File: config.mk
export PLATFORM = sky130hd
export DESIGN_NAME = fp_square_pipe_flat
export DESIGN_NICKNAME = d
export VERILOG_FILES = /design/src/rtl/fp_square_pkg.sv /design/src/rtl/fp_square_pipe_if.sv /design/src/rtl/int_squarer_pipe.sv /design/src/rtl/fp_square_pipe.sv /design/src/flat_wrapper.sv
export SDC_FILE = /design/constraint.sdc
export NUM_CORES = 1
export LEC_CHECK = 0
export BUFFER_PORTS_ARGS = -buffer_cell sky130_fd_sc_hd__buf_2
export CELL_PAD_IN_SITES_DETAIL_PLACEMENT = 1
export CELL_PAD_IN_SITES_GLOBAL_PLACEMENT = 1
export CORE_MARGIN = 4
export CORE_UTILIZATION = 51
export CTS_CLUSTER_DIAMETER = 200
export CTS_CLUSTER_SIZE = 10
export DETAILED_ROUTE_END_ITERATION = 7
export HOLD_SLACK_MARGIN = 0.15
export PLACE_DENSITY = 0.94
export SYNTH_ARGS = -nofsm -noshare
export SYNTH_HDL_FRONTEND = slang
export SYNTH_SLANG_ARGS = --single-unit
File: constraint.sdc
create_clock -name clk -period 8.09 [get_ports clk]
set_clock_uncertainty 0.05 [all_clocks]
set_input_delay 1.2135 -clock clk [delete_from_list [all_inputs] [get_ports clk]]
set_output_delay 1.2135 -clock clk [all_outputs]
set_load 0.1 [all_outputs]
File: src/rtl/fp_square_pkg.sv
// Shared definitions for the pipelined floating-point squarer: exception
// encodings, exponent bias and total-width helpers.
package fp_square_pkg;

    // Exception field of the {exc, sign, exp, frac} format.
    typedef enum logic [1:0] {
        EXC_ZERO = 2'b00,
        EXC_NORM = 2'b01,
        EXC_INF  = 2'b10,
        EXC_NAN  = 2'b11
    } exc_e;

    // Bits that sit around exp/frac in a packed word: exc (2) + sign (1).
    localparam int FP_EXTRA_W = 3;

    // Result classification produced by the final stage.
    typedef struct packed {
        exc_e exc;
        logic ovf;
        logic unf;
    } exc_map_t;

    function automatic int bias(input int we);
        return (1 << (we - 1)) - 1;
    endfunction

    function automatic int fp_width(input int we, input int wf);
        return we + wf + FP_EXTRA_W;
    endfunction

endpackage

File: src/rtl/fp_square_pipe_if.sv
// Operand/result handshake bundle of the squarer. The slave side is the
// squarer itself, the master side is whoever feeds and drains it.
interface fp_square_pipe_if
    import fp_square_pkg::*;
#(
    parameter int WE = 8,
    parameter int WF = 23
);
    localparam int FW = fp_width(WE, WF);

    logic          in_valid;
    logic          in_ready;
    logic [FW-1:0] in_x;
    logic          out_valid;
    logic          out_ready;
    logic [FW-1:0] out_r;
    logic          out_ovf;
    logic          out_unf;

    modport master (
        output in_valid, in_x, out_ready,
        input  in_ready, out_valid, out_r, out_ovf, out_unf
    );

    modport slave (
        input  in_valid, in_x, out_ready,
        output in_ready, out_valid, out_r, out_ovf, out_unf
    );

endinterface

File: src/rtl/int_squarer_pipe.sv
// Registered unsigned squarer with load enable. Kept as its own block so a
// DSP-tiled multiplier can be dropped in without touching the pipeline.
module int_squarer_pipe #(
    parameter int W = 24
) (
    input  logic           clk,
    input  logic           en,
    input  logic [W-1:0]   a,
    output logic [2*W-1:0] p
);
    logic [2*W-1:0] p_d;
    logic [2*W-1:0] p_q;

    // Next product: load a*a when enabled, otherwise hold.
    always_comb begin
        p_d = p_q;
        if (en) begin
            p_d = {{W{1'b0}}, a} * {{W{1'b0}}, a};
        end
    end

    // Product register (data only, no reset).
    always_ff @(posedge clk) begin
        p_q <= p_d;
    end

    assign p = p_q;

endmodule

File: src/rtl/fp_square_pipe.sv
// Three-stage pipelined floating-point squarer x*x for the
// {exc, sign, exp, frac} format, with valid/ready flow control and
// per-result overflow/underflow flags. A stall freezes every stage.
module fp_square_pipe
    import fp_square_pkg::*;
#(
    parameter int WE = 8,
    parameter int WF = 23
) (
    input  logic            clk,
    input  logic            rst,
    fp_square_pipe_if.slave bus
);
    localparam int FW = fp_width(WE, WF);
    localparam int MW = WF + 1;
    localparam int PW = 2 * MW;
    localparam int XW = WE + 2;
    localparam int RW = XW + WF;
    localparam logic signed [XW-1:0] BIAS = XW'(bias(WE));

    // Round to nearest, ties to even.
    function automatic logic rne_cin(input logic guard, input logic sticky, input logic ulp);
        return guard & (sticky | ulp);
    endfunction

    // Saturate finite results on the top two bits of the rounded exponent:
    // 00 in range, 01 too large (inf), 1x negative (flush to zero).
    function automatic exc_map_t map_exc(input exc_e exc_in, input logic [1:0] t);
        exc_map_t r;
        r.exc = exc_in;
        r.ovf = 1'b0;
        r.unf = 1'b0;
        if (exc_in == EXC_NORM) begin
            case (t)
                2'b00:   r.exc = EXC_NORM;
                2'b01: begin
                    r.exc = EXC_INF;
                    r.ovf = 1'b1;
                end
                default: begin
                    r.exc = EXC_ZERO;
                    r.unf = 1'b1;
                end
            endcase
        end
        return r;
    endfunction

    logic adv;

    logic          vld_p1_d, vld_p1_q;
    exc_e          exc_p1_d, exc_p1_q;
    logic [WE-1:0] exp_p1_d, exp_p1_q;
    logic [WF-1:0] frac_p1_d, frac_p1_q;

    logic          vld_p2_d, vld_p2_q;
    exc_e          exc_p2_d, exc_p2_q;
    logic [WE-1:0] exp_p2_d, exp_p2_q;
    logic [PW-1:0] prod_p2;

    logic                 n_p2;
    logic [PW-1:0]        pn_p2;
    logic signed [XW-1:0] e_p2;
    logic [WF-1:0]        f_p2;
    logic                 cin_p2;
    logic [RW-1:0]        sum_p2;
    exc_map_t             map_p2;

    logic          out_valid_d, out_valid_q;
    logic [FW-1:0] out_r_d, out_r_q;
    logic          out_ovf_d, out_ovf_q;
    logic          out_unf_d, out_unf_q;

    logic unused_bits;

    assign adv          = !out_valid_q || bus.out_ready;
    assign bus.in_ready = adv;

    // ---- S1: decode operand / S2: carry exc and exp beside the product ----
    always_comb begin
        vld_p1_d  = vld_p1_q;
        exc_p1_d  = exc_p1_q;
        exp_p1_d  = exp_p1_q;
        frac_p1_d = frac_p1_q;
        vld_p2_d  = vld_p2_q;
        exc_p2_d  = exc_p2_q;
        exp_p2_d  = exp_p2_q;
        if (adv) begin
            vld_p1_d  = bus.in_valid;
            exc_p1_d  = exc_e'(bus.in_x[FW-1 -: 2]);
            exp_p1_d  = bus.in_x[WE+WF-1:WF];
            frac_p1_d = bus.in_x[WF-1:0];
            vld_p2_d  = vld_p1_q;
            exc_p2_d  = exc_p1_q;
            exp_p2_d  = exp_p1_q;
        end
    end

    // Stage valids: the only stage state that needs clearing on reset.
    always_ff @(posedge clk) begin
        if (rst) begin
            vld_p1_q <= 1'b0;
            vld_p2_q <= 1'b0;
        end else begin
            vld_p1_q <= vld_p1_d;
            vld_p2_q <= vld_p2_d;
        end
    end

    // Stage data registers, no reset (qualified by the stage valids).
    always_ff @(posedge clk) begin
        exc_p1_q  <= exc_p1_d;
        exp_p1_q  <= exp_p1_d;
        frac_p1_q <= frac_p1_d;
        exc_p2_q  <= exc_p2_d;
        exp_p2_q  <= exp_p2_d;
    end

    // ---- S2: (WF+1)^2 mantissa product ----
    int_squarer_pipe #(
        .W (MW)
    ) u_sq (
        .clk (clk),
        .en  (adv),
        .a   ({1'b1, frac_p1_q}),
        .p   (prod_p2)
    );

    // ---- S3: normalise, round, map exceptions ----
    always_comb begin
        n_p2   = prod_p2[PW-1];
        pn_p2  = n_p2 ? prod_p2 : (prod_p2 << 1);
        e_p2   = $signed({1'b0, exp_p2_q, 1'b0}) - BIAS + $signed(XW'(n_p2));
        f_p2   = pn_p2[PW-2 -: WF];
        cin_p2 = rne_cin(pn_p2[WF], |pn_p2[WF-1:0], pn_p2[WF+1]);
        // A mantissa carry out of F ripples straight into the exponent.
        sum_p2 = {e_p2, f_p2} + RW'(cin_p2);
        map_p2 = map_exc(exc_p2_q, sum_p2[RW-1 -: 2]);

        out_valid_d = out_valid_q;
        out_r_d     = out_r_q;
        out_ovf_d   = out_ovf_q;
        out_unf_d   = out_unf_q;
        if (adv) begin
            out_valid_d = vld_p2_q;
            out_r_d     = {map_p2.exc, 1'b0, sum_p2[RW-3:0]};
            out_ovf_d   = map_p2.ovf;
            out_unf_d   = map_p2.unf;
        end
    end

    // Output registers: cleared on reset so nothing stale leaves the block.
    always_ff @(posedge clk) begin
        if (rst) begin
            out_valid_q <= 1'b0;
            out_r_q     <= '0;
            out_ovf_q   <= 1'b0;
            out_unf_q   <= 1'b0;
        end else begin
            out_valid_q <= out_valid_d;
            out_r_q     <= out_r_d;
            out_ovf_q   <= out_ovf_d;
            out_unf_q   <= out_unf_d;
        end
    end

    assign bus.out_valid = out_valid_q;
    assign bus.out_r     = out_r_q;
    assign bus.out_ovf   = out_ovf_q;
    assign bus.out_unf   = out_unf_q;

    // Input sign never matters for a square; the pre-shift MSB is always
    // consumed through n_p2.
    assign unused_bits = ^{bus.in_x[WE+WF], pn_p2[PW-1]};

endmodule
File: src/flat_wrapper.sv
// flat-port wrapper written by rule: the top's interface ports become plain ports
module fp_square_pipe_flat import fp_square_pkg::*;
#(
    parameter int WE = 8,
    parameter int WF = 23
)
  (clk, rst, bus_in_valid, bus_in_x, bus_out_ready, bus_in_ready, bus_out_valid, bus_out_r, bus_out_ovf, bus_out_unf);
  fp_square_pipe_if #(.WE(WE), .WF(WF)) bus_i ();
  input  logic clk;
  input  logic rst;
  input wire logic [$bits(bus_i.in_valid)-1:0] bus_in_valid;
  input wire logic [$bits(bus_i.in_x)-1:0] bus_in_x;
  input wire logic [$bits(bus_i.out_ready)-1:0] bus_out_ready;
  output wire logic [$bits(bus_i.in_ready)-1:0] bus_in_ready;
  output wire logic [$bits(bus_i.out_valid)-1:0] bus_out_valid;
  output wire logic [$bits(bus_i.out_r)-1:0] bus_out_r;
  output wire logic [$bits(bus_i.out_ovf)-1:0] bus_out_ovf;
  output wire logic [$bits(bus_i.out_unf)-1:0] bus_out_unf;
  assign bus_i.in_valid = bus_in_valid;
  assign bus_i.in_x = bus_in_x;
  assign bus_i.out_ready = bus_out_ready;
  assign bus_in_ready = bus_i.in_ready;
  assign bus_out_valid = bus_i.out_valid;
  assign bus_out_r = bus_i.out_r;
  assign bus_out_ovf = bus_i.out_ovf;
  assign bus_out_unf = bus_i.out_unf;
  fp_square_pipe #(.WE(WE), .WF(WF)) u_core (.clk(clk), .rst(rst), .bus(bus_i));
endmodule
# Yosys cells after proc, flatten, opt, wreduce, memory -nomap -nowiden
# Cells that the tools add are included.
word_totals:
  memories: 0
  romBits: 0
  out_inout_bits: 38
  mem_bits_rw: 0
  wordCells: 30
  register_bits: 129
  latch_bits: 0
op_classes:
  eq_ne: 2
  addsub: 3
  div: 0
  mul: 1
  bitwise_logic: 2
  shifts: 0
  reduce_logical: 5
  n_lt_le_gt_ge: 0
  mux: 5
op_table:
  columns: ["operator", "n"]
  rows:
  - ["24-bit by 24-bit multiplier with 48-bit output", 1]
  - ["47-bit 2-to-1 mux", 1]
  - ["33-bit by 1-bit adder with 33-bit output", 1]
  - ["23-bit OR reduction", 1]
  - ["10-bit by 2-bit adder with 10-bit output", 1]
  - ["9-bit by 7-bit subtractor with 10-bit output (second input constant)", 1]
  - ["2-bit by 1-bit equality test with 1-bit output (second input constant)", 2]
  - ["4-bit 2-to-1 mux", 1]
  - ["2-bit case mux with 2 select lines", 1]
  - ["2-bit logical NOT", 1]
  - ["1-bit 2-to-1 mux", 2]
  - ["2-bit OR reduction", 1]
  - ["1-bit bitwise AND", 1]
  - ["1-bit logical NOT", 1]
  - ["1-bit logical OR", 1]
  - ["1-bit OR", 1]

# Longest topological paths before layout
# Gate-level depths: netlist of run 1.
logic_depth:
  word_depth: 9
  depth_mapped: 27
  mapped_depth_nobuf: 25

# Cells and area by module
# A second synthesis of run 1 with hierarchy kept.
hier_totals:
  cells_unflattened: 2298
  hier_area_um2: 22026.1
by_module_without_submodules:
  columns: ["mod", "cells_each", "area_per_inst_um2", "instances", "seq_area_each_um2"]
  rows:
  - ["int_squarer_pipe", 1886, 17869.6, 1, 1411.4]
  - ["fp_square_pipe", 412, 4156.5, 1, 2052.0]

# Worst setup path before layout of run 1
# Ideal clock, no wire load.
synth_path:
  path_kind: "flip-flop to flip-flop"
  from: "register u_core.frac_p1_q[2]"
  to: "register u_core.u_sq.p_q[44], in the netlist u_core.u_sq.p[44] (data pin)"
  path_stages_with_launch: 27
  setup_time_ns: 0.269
  n_path_buf: 3
  path_slack_ns: 0.786
  t_required_ns: 7.771
  arrival_time_ns: 6.986
  period_less_slack_ns: 7.304
  cell_sequence: "edfxtp_1 > clkbuf_1 > clkbuf_1 > nand2_1 > fa_1 > inv_1 > fa_1 > inv_1 > fa_1 > inv_1 > fa_1 > inv_1 > fa_1 > inv_1 > fa_1 > inv_1 > fa_1 > inv_1 > ha_1 > clkbuf_1 > nand2_1 > or4b_2 > a311o_1 > nand3_1 > o21ai_1 > o31ai_1 > xor2_1"
synth_between:
  elab_chain_cells: 1
synth_rtl:
  columns: ["element", "line", "text"]
  rows:
  - ["start: declaration", "fp_square_pipe.sv:54", "logic [WF-1:0] frac_p1_d, frac_p1_q;"]
  - ["start signal: assignment", "fp_square_pipe.sv:114", "frac_p1_q <= frac_p1_d;"]
  - ["24-bit by 24-bit multiplier with 48-bit output", "int_squarer_pipe.sv:18", "p_d = {{W{1'b0}}, a} * {{W{1'b0}}, a};"]
  - ["end signal: assignment", "int_squarer_pipe.sv:24", "p_q <= p_d;"]
  - ["end: declaration", "int_squarer_pipe.sv:12", "logic [2*W-1:0] p_q;"]
# Every way passes these cells.
# A chain may end at the register's enable or synchronous reset.

# Final worst setup path of run 1
layout_path:
  from: "register u_core.frac_p1_q[6]"
  to: "register u_core.u_sq.p_q[42], in the netlist u_core.u_sq.p[42] (data pin)"
# The elaborated chain is that of the path after synthesis.

==> metrics.txt, run 1 <==
run status finished with violations; failing checks setup timing; post-synthesis mux area share 0.00818; Seq/Total Area, Yosys 0.162; Die Y 213 um; first-pass GRT wire length 125 mm; worst slew pin tran 1.01 ns; Final ANT Viol Nets 0; Hold Crit Depth 0; Total GRT Usage 0.369; Setup violations, final 15; Post-synth top cells inv_1, fa_1, nand2_1; root buf cell clkbuf_16; Yosys reg bits 128; clock sinks 128; Pre-antenna DRT Iters 6; Critical Path Most Common Cell fa_1; GRT Residual Overflow 0; worst min-delay path category reg2reg; setup TNS -2.78 ns; largest family of logic cells by synthesized area adder cells; Initial Util 0.520; CTS Buffer Depth 2; most frequent cell after synthesis inv_1; Synth warnings 0; CP endpoint kind register; DP HPWL 58.6 mm; Area growth syn-to-layout 10.6%; DRC Markers 0; routability congestion estimate 0.954; post-route cell area 23700 sq um; IO Pins 76; fmax 0.117 GHz; top post-synthesis cells by area fa_1, edfxtp_1, ha_1, inv_1, nand2_1; placed cell area 22600 sq um; FFs w/ async S/R, synth 0; post-synth top area cell fa_1; fill cell count 4565; number of max-cap violations 0; wire per inst 32.0 um; fin crit share 1.06; Mapped Avg Cell Area 9.56 sq um; DRT iter0 DRCs 2659; Core Rows 74; area taken by multi-input logic gates 15500 sq um; Cell Chain, Critical Path inv_1, buf_4, nor2_1, fa_1, fa_1, fa_1, ha_1, inv_1, fa_1, inv_1, fa_1, fa_1, ha_1, a21oi_1, nand2_1, a32oi_1, nand2_1, a32o_1, o31a_1, a2111oi_0, a311oi_1; vias in the first global route 21.1k; final cell count without fillers 2902; Setup crit start kind register; FF+latch area 3460 sq um; WP buf/inv 4; placed insts 2831; Layout Nets 2992; Tmin final 8.55 ns; Post-Synth XOR/XNOR Area 0.0339; Die W 213 um; simple-gate share of the synthesized area 0.114; largest net degree at the start of global routing 60; IO buf count 73; Post-Syn Instances 2239; Clock Pin Slew Worst Setup and Hold Paths 0.08 ns; initial antenna violation count 3; Final Hold Violating Endpoints 0; Inserted Clock Buffers 17; EDFF count, synth 90; critical path fanouts, max 10; share of cells above drive strength 1 0.100; Std-Cell Core Area 41200 sq um; syn nets 2875; CTS tree built; adder-cell share of the synthesized area 0.498; Worst EP arrival 8.70 ns; Crit. path cell count 21; FF-to-FF path depth 21; hold_buf cts 0; Yosys cell types 75; delay-heaviest family, CP adder cells; ys flop type edfxtp_1; Worst Path Required 8.24 ns; Synth top area share 0.395; slowest cell on the critical path edfxtp_1; die area 45300 sq um; compound-cell area share of the yosys netlist 0.0677; Post-Syn Area 21400 sq um; Max Transition Viols Final 0; H-tree depth 4; Clock Latency Late Sink 0.48 ns; fin worst setup slack -0.464 ns; Post-Route WL 92.8 mm; Setup CP Type reg2reg; max_slew headroom 0.318; slowest stage delay, CP 0.78 ns; vias per inst 6.51; vias post-DR 18.9k
==> kinds of logic after synthesis <==
kind of cell             after synthesis
buffers and inverters                660
adder cells (fa/ha/maj)              598
AND/OR/NAND/NOR                      523
AO/OA/AOI/OAI                        230
flip-flops                           128
XOR/XNOR                              82
multiplexers                          17
other                                  1
==> layout by cell type, fill, tap and decap left out, types with 27 or more instances in the layout <==
cell type and instances:
xor2_1 27, inv_1 576, a21oi_1 94, edfxtp_1 90, ha_1 173, buf_4 93, nor2_1 80, nand2_1 266
and2_1 62, buf_2 73, fa_1 423, dfxtp_1 38, xnor2_1 54, o21ai_0 38
==> per-stage QoR <==
stage | hold WS, ns | utilization | worst slack [ns]
2_1_floorplan | 0.350 | - | 0.786
3_3_place_gp | 0.351 | 0.549 | 0.595
3_5_place_dp | 0.366 | 0.549 | 0.142
4_1_cts | 0.389 | 0.564 | 0.00442
5_1_grt | 0.391 | 0.575 | -0.474
6_report | 0.389 | 0.575 | -0.464
==> final cells by class <==
cell class,instances,area share
multi-input combinational,1451,0.654
sequential,128,0.146
inverter,581,0.0924
timing repair buffer,177,0.0539
tap,532,0.0281
clock buffer,20,0.0211
clock inverter,12,0.00444
antenna,1,0.000106
==> what timing repair did <==
action | in CTS | in global routing
endpoints found under the setup margin | 0 | 11
buffers inserted | 0 | 38
resized for setup | 0 | 7
==> state kept, by name, indices dropped and copies added, names as in the netlist, 2 cells and up <==
register and flops:
u_core.exc_p1_q 2, u_core.frac_p1_q 23, u_core.bus.out_r 33, u_core.u_sq.p 47, u_core.exc_p2_q 2, u_core.exp_p1_q 8, u_core.exp_p2_q 8
==> path summary, 6_finish.rpt <==
kind | startpoint | endpoint | slack [ns]
hold / removal | u_core.exp_p1_q[5] | u_core.exp_p2_q[5] | 0.39
setup / recovery | u_core.frac_p1_q[6] | u_core.u_sq.p[42] | -0.46
setup reg to reg | u_core.frac_p1_q[6] | u_core.u_sq.p[42] | -0.46
hold reg to reg | u_core.exp_p1_q[5] | u_core.exp_p2_q[5] | 0.39
==> layer usage <==
layer,part of all wire,global-route usage,wire [um],vias to the layer above
li1,-,-,-,7047
met1,0.32,0.401,29800,9307
met2,0.46,0.615,42300,1745
met3,0.11,0.0995,10400,788
met4,0.11,0.279,10100,6
met5,0.00083,0,77,-
==> worst reg2reg max path: cells and delay by family (launching register included) <==
kind	cells	cell delay, ns
AND/OR/NAND/NOR	3	1.06
flip-flops	1	0.78
adder cells (fa/ha/maj)	8	3.85
AO/OA/AOI/OAI	6	1.91
buffers and inverters	4	0.65
Power of run 1 is left out: the tool's default activity adds up to more than one toggle a clock period on the data nets, which glitch-free logic cannot reach.
==> run 2, diff against run 1 <==
--- a/config.mk
+++ b/config.mk
@@ -9,12 +9,12 @@
 export CELL_PAD_IN_SITES_DETAIL_PLACEMENT = 1
 export CELL_PAD_IN_SITES_GLOBAL_PLACEMENT = 1
 export CORE_MARGIN = 4
-export CORE_UTILIZATION = 51
+export CORE_UTILIZATION = 46
 export CTS_CLUSTER_DIAMETER = 200
 export CTS_CLUSTER_SIZE = 10
 export DETAILED_ROUTE_END_ITERATION = 7
 export HOLD_SLACK_MARGIN = 0.15
-export PLACE_DENSITY = 0.94
+export PLACE_DENSITY = 0.9
 export SYNTH_ARGS = -nofsm -noshare
 export SYNTH_HDL_FRONTEND = slang
 export SYNTH_SLANG_ARGS = --single-unit
==> constraint.sdc (replaced) <==
create_clock -name clk -period 7.6 [get_ports clk]
set_clock_uncertainty 0.05 [all_clocks]
set_input_delay 1.14 -clock clk [delete_from_list [all_inputs] [get_ports clk]]
set_output_delay 1.14 -clock clk [all_outputs]
set_load 0.1 [all_outputs]
==> run 2 against run 1 <==
The flow still finishes with violations (setup timing); flip-flop and latch count is the same; via count down 5.7%; cell count grew 2.8%; highest routed layer is now met4.
==> metrics.txt, run 2 (same netlist as run 1, synthesis figures left out) <==
run status finished with violations; failing checks setup timing; Clock Pin Slew Worst Setup and Hold Paths 0.08 ns (about the same); Inserted Clock Buffers 17 (unchanged); Post-Route WL 79.9 mm (-14%); Area growth syn-to-layout 12.1%; share of cells above drive strength 1 0.115 (+0.0145); final core utilization 0.525 (-0.0492); Worst EP arrival 8.02 ns (-0.68 ns); root buf cell clkbuf_16; FF-to-FF setup slack -0.25 ns (+0.21 ns); GRT Residual Overflow 0 (unchanged); reg2reg start u_core.frac_p1_q[21]; vias in the first global route 20.5k (-2.9%); wire per inst 26.8 um (-16%); max FFs per register 47 (unchanged); area taken by multi-input logic gates 15600 sq um (+0.80%); Tmin final 7.85 ns (-0.704 ns); first-pass GRT wire length 116 mm (-6.7%); RSZ-0062 raised after global routing true; CTS Buffer Depth 2 (unchanged); fin worst setup slack -0.250 ns (+0.214 ns); Pre-antenna DRT Iters 7 (+1); Setup crit start kind register; critical path fanouts, max 6 (-4); Cell Chain, Critical Path buf_4, nand2_1, fa_1, inv_1, fa_1, inv_1, fa_1, fa_1, inv_1, fa_1, fa_1, inv_1, fa_1, inv_1, ha_1, buf_4, nand2_1, buf_4, nor4_1, and3_1, a32o_1, o31a_1, a21o_1, a311oi_2; Hold Startpoint u_core.exp_p1_q[5]; Worst Path Required 7.77 ns (-0.47 ns); number of max-cap violations 0 (unchanged); IO Pins 76 (unchanged); Die W 224 um (+5.1%); die area 50100 sq um (+10%); largest net degree at the start of global routing 57 (-5.0%); worst min-delay path category reg2reg; Final Hold Violating Endpoints 0 (unchanged); vias post-DR 17.8k (-5.7%); Setup violations, final 7 (-8); fill cell count 5159 (+13%); Core Rows 78 (+5.4%); Die Y 224 um (+5.1%); Setup CP Type reg2reg; FF+latch area 3460 sq um (unchanged); FF-to-FF path depth 24 (+14%); Initial Util 0.469 (-0.0509); WHS 0.365 ns (-0.0243 ns); CP endpoint kind register; Final ANT Viol Nets 0 (unchanged); DRT iter0 DRCs 1752 (-34%); slowest cell on the critical path edfxtp_1; Hold EP u_core.exp_p2_q[5]; Layout Nets 3006 (+0.47%); worst slew pin tran 0.839 ns (-0.176 ns); routability congestion estimate 0.921 (-3.5%); slowest stage delay, CP 0.63 ns (-0.15 ns); Hold Crit Depth 0 (unchanged); fmax 0.127 GHz (+9.0%); most common cell after layout, fill and taps aside inv_1; Std-Cell Core Area 45700 sq um (+11%); commonest non-fill, non-tap cells in the layout inv_1, fa_1, nand2_1; vias per inst 5.97 (-8.3%); fin crit share 1.03 (-0.0245); DRC Markers 0 (unchanged); hold_buf cts 0 (unchanged); max_slew headroom 0.435 (+0.117); DP HPWL 58.0 mm (-0.95%); Critical Path Most Common Cell fa_1; H-tree depth 4 (unchanged); Clock Latency Late Sink 0.49 ns (about the same); initial antenna violation count 1 (-2); CTS tree built; worst reg2reg path endpoint u_core.u_sq.p[42]; Total GRT Usage 0.304 (-0.0651); Max Transition Viols Final 0 (unchanged); IO buf count 73 (unchanged); setup TNS -0.887 ns (+1.89 ns); clock sinks 128 (unchanged); DP Worst Slack -0.0891 ns (-0.231 ns)
run 2: cell types whose count changed in the layout (fill, tap and decap cells not counted), sizes merged:
| cell | delta |
|---|---|
| buf | +14 |
| clkbuf | -2 |
| inv | +4 |
| clkinv | -2 |
run 2: metal layers:
metal,up-vias,track usage,routed length (um)
met1,8975,0.338,26900
met3,556,0.0612,6840
met4,0,0.202,7370
li1,7076,-,-
met2,1213,0.527,38700
met5,-,0,0
run 2: cell type report:
class | count | share of cell area
Tap cell | 600 | 0.0313
Clock inverter | 14 | 0.00615
Multi-Input combinational cell | 1451 | 0.650
Clock buffer | 18 | 0.0188
Inverter | 581 | 0.0913
Antenna cell | 1 | 0.000104
Sequential cell | 128 | 0.144
Timing Repair Buffer | 191 | 0.0580
run 2: per-stage QoR:
stage | cells | instance area, sq um
global placement | 2917 | 22900
floorplan | 2239 | 21400
global route | 2984 | 24000
CTS | 2969 | 23700
finish | 2984 | 24000
detailed placement | 2917 | 22900
run 2: worst max path at each step:
stage,start,endpoint,slack [ns]
6_report,u_core.frac_p1_q[21],u_core.u_sq.p[42],-0.25
5_1_grt,u_core.frac_p1_q[21],u_core.u_sq.p[42],-0.26
4_1_cts,u_core.frac_p1_q[20],u_core.u_sq.p[45],0.01
3_5_place_dp,u_core.frac_p1_q[1],u_core.u_sq.p[45],-0.09
3_3_place_gp,u_core.frac_p1_q[2],u_core.u_sq.p[45],0.23
2_1_floorplan,u_core.frac_p1_q[2],u_core.u_sq.p[44],0.30
run 2: what timing repair did:
action                     CTS  global route
pin swaps                    0             7
setup endpoints to repair    7            14
resized for setup            4            39
setup buffers               20            15
run 2: worst max-delay path, delay by kind of cell (launching register included):
family | cells | cell delay (ns)
buffers and inverters | 8 | 0.93
adder cells (fa/ha/maj) | 8 | 4.01
AO/OA/AOI/OAI | 4 | 0.92
flip-flops | 1 | 0.63
AND/OR/NAND/NOR | 4 | 1.04
Power of run 2 is left out for the same reason.
==> run 3, diff against run 2 <==
==> constraint.sdc (replaced) <==
create_clock -name clk -period 7.6 [get_ports clk]
set_clock_uncertainty 0.05 [all_clocks]
set_input_delay 1.14 -clock clk [delete_from_list [all_inputs] [get_ports clk]]
set_output_delay 1.14 -clock clk [all_outputs]
set_load 0.01 [all_outputs]
==> run 3 against run 2 <==
The run now ends clean; worst hold slack better by 0.0030 ns; die area unchanged; setup slack better by 0.26 ns; cell count shrank 0.34%; first-iteration DRC count down 20%; critical path type unchanged.
==> metrics.txt, run 3 (same netlist as run 1, synthesis figures left out) <==
worst slew pin tran 0.773 ns (-0.0661 ns); CTS tree built; Total GRT Usage 0.289 (-0.0146); first-pass GRT wire length 111 mm (-4.7%); IO Pins 76 (unchanged); worst min-delay path category reg2reg; final cell count without fillers 2974 (-0.34%); DP Worst Slack -0.0759 ns (+0.0132 ns); Clock Pin Slew Worst Setup and Hold Paths 0.07 ns (about the same); vias in the first global route 19.4k (-5.2%); Tmin final 7.59 ns (-0.258 ns); Layout Nets 2997 (-0.30%); H-tree depth 4 (unchanged); fin crit share 0.999 (-0.0339); Post-Route WL 73.3 mm (-8.2%); Worst Path Required 7.74 ns (-0.03 ns); Max Transition Viols Final 0 (unchanged); DRC Markers 0 (unchanged); Initial Util 0.469 (unchanged); Core Rows 78 (unchanged); Inserted Clock Buffers 17 (unchanged); placed insts 2917 (unchanged); Final Hold Violating Endpoints 0 (unchanged); Cell Chain, Critical Path buf_4, buf_4, buf_4, and2_1, fa_1, inv_1, fa_1, inv_1, fa_1, fa_1, fa_1, fa_1, inv_1, fa_1, inv_1, ha_1, and3_1, a32oi_2, nand2_1, a32o_1, o31a_1, a2111oi_2, a311oi_1; initial antenna violation count 1 (unchanged); vias per inst 5.66 (-5.3%); DRT iter0 DRCs 1408 (-20%); largest net degree at the start of global routing 57 (unchanged); Critical Path Most Common Cell fa_1; Setup violations, final 0 (-7); Die Y 224 um (unchanged); Clock Latency Late Sink 0.48 ns (about the same); GRT Residual Overflow 0 (unchanged); max FFs per register 47 (unchanged); Setup CP Type reg2reg; Worst EP arrival 7.73 ns (-0.29 ns); max_slew headroom 0.480 (+0.0457); slowest cell on the critical path fa_1; hold_buf cts 0 (unchanged); Die W 224 um (unchanged); Diodes inserted 0 (-1); routability congestion estimate 0.921 (about the same); fmax 0.132 GHz (+3.4%); share of cells above drive strength 1 0.108 (-0.00673); clock sinks 128 (unchanged); slowest stage delay, CP 0.57 ns (-0.06 ns); IO buf count 73 (unchanged); fin worst setup slack 0.00798 ns (+0.258 ns); post-route cell area 23800 sq um (-0.61%); CP endpoint kind register; critical path fanouts, max 6 (unchanged); Setup crit start kind register; placed cell area 22900 sq um (unchanged); CTS Buffer Depth 2 (unchanged); commonest non-fill, non-tap cells in the layout inv_1, fa_1, nand2_1; wire per inst 24.6 um (-7.9%); run status completed; Area growth syn-to-layout 11.4%; vias post-DR 16.8k (-5.6%); DP HPWL 56.8 mm (-2.1%); Final ANT Viol Nets 0 (unchanged); Std-Cell Core Area 45700 sq um (unchanged); root buf cell clkbuf_16; number of max-cap violations 0 (unchanged); Pre-antenna DRT Iters 6 (-1); most common cell after layout, fill and taps aside inv_1; die area 50100 sq um (unchanged)
==> run 3: worst paths after layout <==
check	start	to	slack [ns]	cells past startpoint
worst max-delay path	u_core.frac_p1_q[0]	u_core.u_sq.p[42]	0.008	23
worst min-delay path	u_core.exp_p1_q[4]	u_core.exp_p2_q[4]	0.37	0
worst max register to register	u_core.frac_p1_q[0]	u_core.u_sq.p[42]	0.008	23
worst min register to register	u_core.exp_p1_q[4]	u_core.exp_p2_q[4]	0.37	0
==> run 3: worst max-delay path: cells and delay by family, from the launching register on <==
kind / cells / cell delay, ns
simple gates: 3 / 0.67
fa+ha+maj: 8 / 3.91
flops: 1 / 0.49
buf+inv: 7 / 0.73
compound gates: 5 / 1.46
==> run 3: final cells by class <==
cell class	count	area (sq um)
Fill cell	5162	21800
Multi-Input combinational cell	1451	15500
Sequential cell	128	3460
Inverter	581	2180
Timing Repair Buffer	182	1300
Tap cell	600	751
Clock buffer	17	425
Clock inverter	15	185
==> run 3: through the flow <==
step | setup TNS (ns) | utilization | hold slack [ns]
floorplan | 0 | - | 0.350
global placement | 0 | 0.501 | 0.354
detailed placement | -0.158 | 0.501 | 0.357
CTS | 0 | 0.517 | 0.367
global route | -0.736 | 0.522 | 0.376
finish | 0 | 0.522 | 0.368
==> run 3: repair_timing <==
action | CTS | global route
pin swaps | 1 | 3
endpoints found under the hold margin | 0 | 0
gates resized for setup | 3 | 21
setup endpoints to repair | 4 | 11
setup buffers | 8 | 17
==> run 3: metal layers <==
layer,vias to the layer above,GRT usage,share of wire
li1,7065,-,-
met2,804,0.501,0.50
met3,343,0.0535,0.069
met1,8612,0.336,0.36
met4,2,0.171,0.070
met5,-,0,0.00018
Power of run 3 is left out for the same reason.
